==> src/rtl/add_mul_seq_ctrl.sv <==
// add_mul_seq_ctrl: iterative sequencer computing P = (XS + XC) * Y.
// Each BUSY cycle handles one multiplier digit d = XS[i] + XC[i] in {0,1,2}
// and adds d*Y*2^i to the accumulator. Valid/ready handshakes sit on both
// the operand side and the result side.
// Optional build macro: ADD_MUL_SEQ_EARLY_TERM_EN. When it is defined, the
// sequence stops as soon as no nonzero digit remains above the current one.
module add_mul_seq_ctrl #(
    parameter int widthX = 8,
    parameter int widthY = 8
) (
    input  logic                     clk_i,
    input  logic                     rst_ni,
    input  logic                     in_valid_i,
    output logic                     in_ready_o,
    input  logic [widthX-1:0]        XS_i,
    input  logic [widthX-1:0]        XC_i,
    input  logic [widthY-1:0]        Y_i,
    output logic                     out_valid_o,
    input  logic                     out_ready_i,
    output logic [widthX+widthY:0]   P_o,
    input  logic                     flush_i,
    output logic                     busy_o
);

    localparam int widthP = widthX + widthY + 1;
    localparam int CW     = $clog2(widthX + 1);
    localparam logic [CW-1:0] LAST = CW'(widthX - 1);

    typedef enum logic [1:0] {IDLE, BUSY, DONE} state_t;

    state_t              state_q, state_d;
    logic [CW-1:0]       cnt_q;
    logic [widthP-1:0]   acc_q;
    logic [widthX-1:0]   xs_q, xc_q;
    logic [widthY-1:0]   y_q;

    logic [widthX-1:0]   m1, m2, digit_sel;
    logic                m1_bit, m2_bit;
    logic                last;
    logic                accept, step;

    // Contribution of one recoded digit: M1 adds Y<<i, M2 adds Y<<(i+1).
    // The total never exceeds (2^widthX-1)*2*(2^widthY-1), so widthP is exact.
    function automatic logic [widthP-1:0] digit_term(
        input logic              sel1,
        input logic              sel2,
        input logic [widthY-1:0] y,
        input logic [CW-1:0]     sh
    );
        logic [widthP-1:0] ye;
        logic [widthP-1:0] t;
        ye = widthP'(y) << sh;
        t  = '0;
        if (sel1) t = t + ye;
        if (sel2) t = t + (ye << 1);
        return t;
    endfunction

    assign m1        = xs_q ^ xc_q;
    assign m2        = xs_q & xc_q;
    assign digit_sel = widthX'(1) << cnt_q;
    assign m1_bit    = |(m1 & digit_sel);
    assign m2_bit    = |(m2 & digit_sel);

`ifdef ADD_MUL_SEQ_EARLY_TERM_EN
    // Digits still pending above the one handled this cycle.
    logic [widthX-1:0] remaining;
    assign remaining = ((xs_q | xc_q) >> cnt_q) >> 1;
    assign last      = (cnt_q == LAST) || (remaining == '0);
`else
    assign last      = (cnt_q == LAST);
`endif

    // flush_i outranks every other action, so it gates accept and step.
    assign accept = (state_q == IDLE) && in_valid_i && !flush_i;
    assign step   = (state_q == BUSY) && !flush_i;

    // State register.
    always_ff @(posedge clk_i or negedge rst_ni) begin
        if (!rst_ni) state_q <= IDLE;
        else         state_q <= state_d;
    end

    // Next-state decode.
    always_comb begin
        state_d = state_q;
        if (flush_i) begin
            state_d = IDLE;
        end else begin
            case (state_q)
                IDLE:    if (in_valid_i)  state_d = BUSY;
                BUSY:    if (last)        state_d = DONE;
                DONE:    if (out_ready_i) state_d = IDLE;
                default:                  state_d = IDLE;
            endcase
        end
    end

    // Operand latch, digit counter and accumulator.
    always_ff @(posedge clk_i or negedge rst_ni) begin
        if (!rst_ni) begin
            cnt_q <= '0;
            acc_q <= '0;
            xs_q  <= '0;
            xc_q  <= '0;
            y_q   <= '0;
        end else if (flush_i) begin
            cnt_q <= '0;
            acc_q <= '0;
        end else if (accept) begin
            xs_q  <= XS_i;
            xc_q  <= XC_i;
            y_q   <= Y_i;
            cnt_q <= '0;
            acc_q <= '0;
        end else if (step) begin
            acc_q <= acc_q + digit_term(m1_bit, m2_bit, y_q, cnt_q);
            cnt_q <= cnt_q + CW'(1);
        end
    end

    assign in_ready_o  = (state_q == IDLE);
    assign out_valid_o = (state_q == DONE);
    assign busy_o      = (state_q != IDLE);
    assign P_o         = acc_q;

endmodule

==> config.mk <==
export PLATFORM = sky130hd
export DESIGN_NAME = add_mul_seq_ctrl
export DESIGN_NICKNAME = d
export VERILOG_FILES = /design/src/rtl/add_mul_seq_ctrl.sv
export SDC_FILE = /design/constraint.sdc
export NUM_CORES = 1
export LEC_CHECK = 0
export ABC_CLOCK_PERIOD_IN_PS = 4720
export BUFFER_PORTS_ARGS = -buffer_cell sky130_fd_sc_hd__buf_4
export CAP_MARGIN = 20
export CORE_ASPECT_RATIO = 0.5
export CORE_MARGIN = 2
export CORE_UTILIZATION = 50
export DETAILED_ROUTE_END_ITERATION = 8
export PLACE_DENSITY = 0.73
export SKIP_LAST_GASP = 1
export SLEW_MARGIN = 20
export SYNTH_ARGS = -nofsm -noshare
export SYNTH_HDL_FRONTEND = slang
export SYNTH_SLANG_ARGS = --single-unit
==> constraint.sdc <==
create_clock -name clk_i -period 4.72 [get_ports clk_i]
set_input_delay 1.416 -clock clk_i [delete_from_list [all_inputs] [get_ports clk_i]]
set_output_delay 1.416 -clock clk_i [all_outputs]
set_load 0.02 [all_outputs]
==> impl_metrics.csv <==
group,metric,value,unit
clock_tree,htree_levels,2,
clock_tree,cts_buffer_depth,2,
clock_tree,cts.clk_slew.worst_paths,70,ps
timing,fmax,0.2106,GHz
timing,setup_viol,1,
synthesis,syn-cell-area,4238,µm²
cells_and_area,drive_gt1_share,43.86,%
placement,routabilityCongestion,0.8978,
setup_path,worstSetupEndpointType,"flop",
synthesis,ys_ff_latch,47,
status,outcome,"finished, violations left",
synthesis,yosysWarnings,0,
setup_path,crit_path_start_kind,"flop",
clock_tree,cts_tree,"built",
global_routing,grt_usage,23.19,%
cells_and_area,nFillCells,609,
cells_and_area,instances_no_fill,682,
floorplan,ios,49,
drt,drt_iter0_drc,251,
floorplan,coreArea,8115,µm²
setup_path,critPathArrivalTime,4960,ps
synthesis,synth_edf_count,0,
setup_path,crit_fanout,4,
synthesis,synth_cell_type_count,64,
placement,portBuffers,48,
power,vdd_drop_max,0.2085,mV
worst_hold_path,hold_path_depth,1,
timing,hold_slack,517.3,ps
synthesis,synth_fp_nets,534,
drt,via_per_inst,5.752,
drt,drc,0,
floorplan,die_h,69.10,µm
run,cap_violations,0,
setup_path,r2r_cells,24,
clock_tree,numCtsBuffers,5,
synthesis,synthFlopType,"dfrtp_1",
cells_and_area,mostFrequentLayoutCells,"buf_4 (121), dfrtp_1 (45), nand2_1 (41)",
timing,finalMaxSlewViolations,0,
cells_and_area,antenna_cells,0,
worst_hold_path,min_path_type,"flop to flop",
floorplan,die-area,9273,µm²
status,violations,"setup timing",
drt,antenna_left,0,
timing,worst_slack,-27.63,ps
drt,vias,3923,
synthesis,syn_inst,457,
synthesis,async_reset_ff_share,100.0,%
cells_and_area,final_common_cell,"buf_4",
placement,post-dp-hpwl,7750,µm
timing,fin_crit_sh,100.6,%
timing,setup_tns,-27.63,ps
setup_path,required,4940,ps
cells_and_area,nNetsFinal,646,
timing,finalHoldViolCount,0,
clock_tree,cts.sink_count,47,
clock_tree,cts_hold_buffers,0,
global_routing,grt_max_degree,48,
floorplan,die_w,134.2,µm
clock_tree,clk_latency,300,ps
synthesis,avgSynthCellArea,9.273,µm²
timing,period_needed,4748,ps
power,power_density,391.8,nW/µm²
cells_and_area,final_util,71.63,%
drt,post_drt_wl_per_cell,16.43,µm
cells_and_area,area_delta_synth_final,37.17,%
drt,routed_wl,11200,µm
global_routing,grt-ovfl-total,0,
placement,place_inst,655,
clock_tree,cts-root-buf,"clkbuf_16",
timing,skew,8.715,ps
timing,maxSlewHeadroom,35.70,%
synthesis,synth_seq_area_share,27.75,%
setup_path,worstSetupPathType,"flop to flop",
global_routing,grt_pass1_vias,3697,
global_routing,antenna_found_initial,0,
global_routing,grt_pass1_wl,17520,µm
timing,rsz0062_at_grt,"yes",
floorplan,rows,23,
floorplan,initial_core_util,52.22,%
timing,worst_pin_slew,961.4,ps
power,p_leak,2.580,nW
drt,drtPass1Iterations,6,
-- path summary, 6_finish.rpt --
path                            startpoint  endpoint  slack, ps
min in group asynchronous           rst_ni    y_q[7]       1120
max in group asynchronous           rst_ni  cnt_q[0]       3160
worst max register to register     xs_q[1]   P_o[16]        -30
worst min-delay path               xc_q[0]   xc_q[0]        520
worst min register to register     xc_q[0]   xc_q[0]        520
worst max-delay path               xs_q[1]   P_o[16]        -30
-- cells in the mapped netlist, types with 5 or more instances --
master | count | share of area [%]
xor2_1 | 11 | 2.3
a21o_1 | 8 | 1.4
buf_2 | 7 | 0.83
a211oi_1 | 6 | 1.1
nand2_1 | 43 | 3.8
dfrtp_1 | 47 | 28
xnor2_1 | 15 | 3.1
inv_1 | 14 | 1.2
nor2_1 | 37 | 3.3
mux2_2 | 36 | 9.6
ha_1 | 46 | 14
nand2b_1 | 8 | 1.2
nor3_1 | 6 | 0.71
o21ai_0 | 25 | 3.0
clkbuf_1 | 9 | 0.80
o31ai_1 | 5 | 0.89
nand3_1 | 8 | 0.94
a21oi_1 | 34 | 4.0
a31oi_1 | 6 | 0.89
-- critical path, cell delays in order, from the launching register on --
cell	delay, ps
dfrtp_1	380
ha_1	290
a222oi_1	340
mux2i_1	160
o21ai_2	190
or3_4	190
nor2_4	40
ha_4	160
fa_2	380
a21oi_2	190
o21ai_2	80
a21oi_2	220
o2111ai_2	170
nand2_1	110
xnor2_1	60
mux2_2	310
ha_4	290
a21oi_2	60
buf_4	140
buf_4	130
o31a_1	110
o31ai_2	240
xnor2_1	170
a21oi_1	90
o22ai_1	160
-- sequential cells by signal (all words and copies together), names as in the netlist --
signal and flops:
P_o 17, cnt_q 4, state_q 2, xc_q 8, xs_q 8, y_q 8
-- report_power, final --
part	internal, W	switching [W]	total (W)	leakage (nW)
clock	0.000198	0.000167	0.000366	0.0742
combinational	0.000708	0.000679	0.00139	1.91
sequential	0.000465	0.0000607	0.000525	0.597
-- layout make-up --
| class | count | area [µm²] | share of cell area [%] |
|---|---|---|---|
| clock buffer | 5 | 125.1 | 2.152 |
| tap | 112 | 140.1 | 2.411 |
| clock inverter | 3 | 22.52 | 0.3874 |
| timing repair buffer | 125 | 953.4 | 16.40 |
| multi-input combinational | 376 | 3333 | 57.34 |
| sequential | 47 | 1179 | 20.28 |
| inverter | 14 | 60.06 | 1.033 |
-- layer usage --
metal / routed length (µm) / GRT usage [%]
met3: 588 / 4.121
met2: 5113 / 36.28
met5: 0 / 0
met4: 176 / 4.912
met1: 5325 / 33.63
-- stage by stage --
stage,area (µm²),total power (W),setup slack (ps)
detailed placement,5180,0.001617,-185.3
global route,5813,0.002427,-325.2
finish,5813,0.002277,-27.63
global placement,5175,0.001607,-113.1
floorplan,4359,0.001253,-18.79
CTS,5477,0.002058,-19.95
-- cell families after synthesis --
group                      share of synthesized area [%]
AOI/OAI and AO/OA                                  20.79
xor gates and xnor gates                           5.374
adders and majority gates                          14.53
buffers and inverters                              3.749
DFF                                                27.75
muxes                                              12.90
other                                            0.08849
and+or+nand+nor                                    14.82
-- what timing repair did --
action,in CTS,in global routing
setup buffers,9,11
endpoints found under the setup margin,6,9
endpoints found under the hold margin,0,0
pin swaps,18,37
gates resized for setup,17,46
Power figures use the tool's default switching activity.
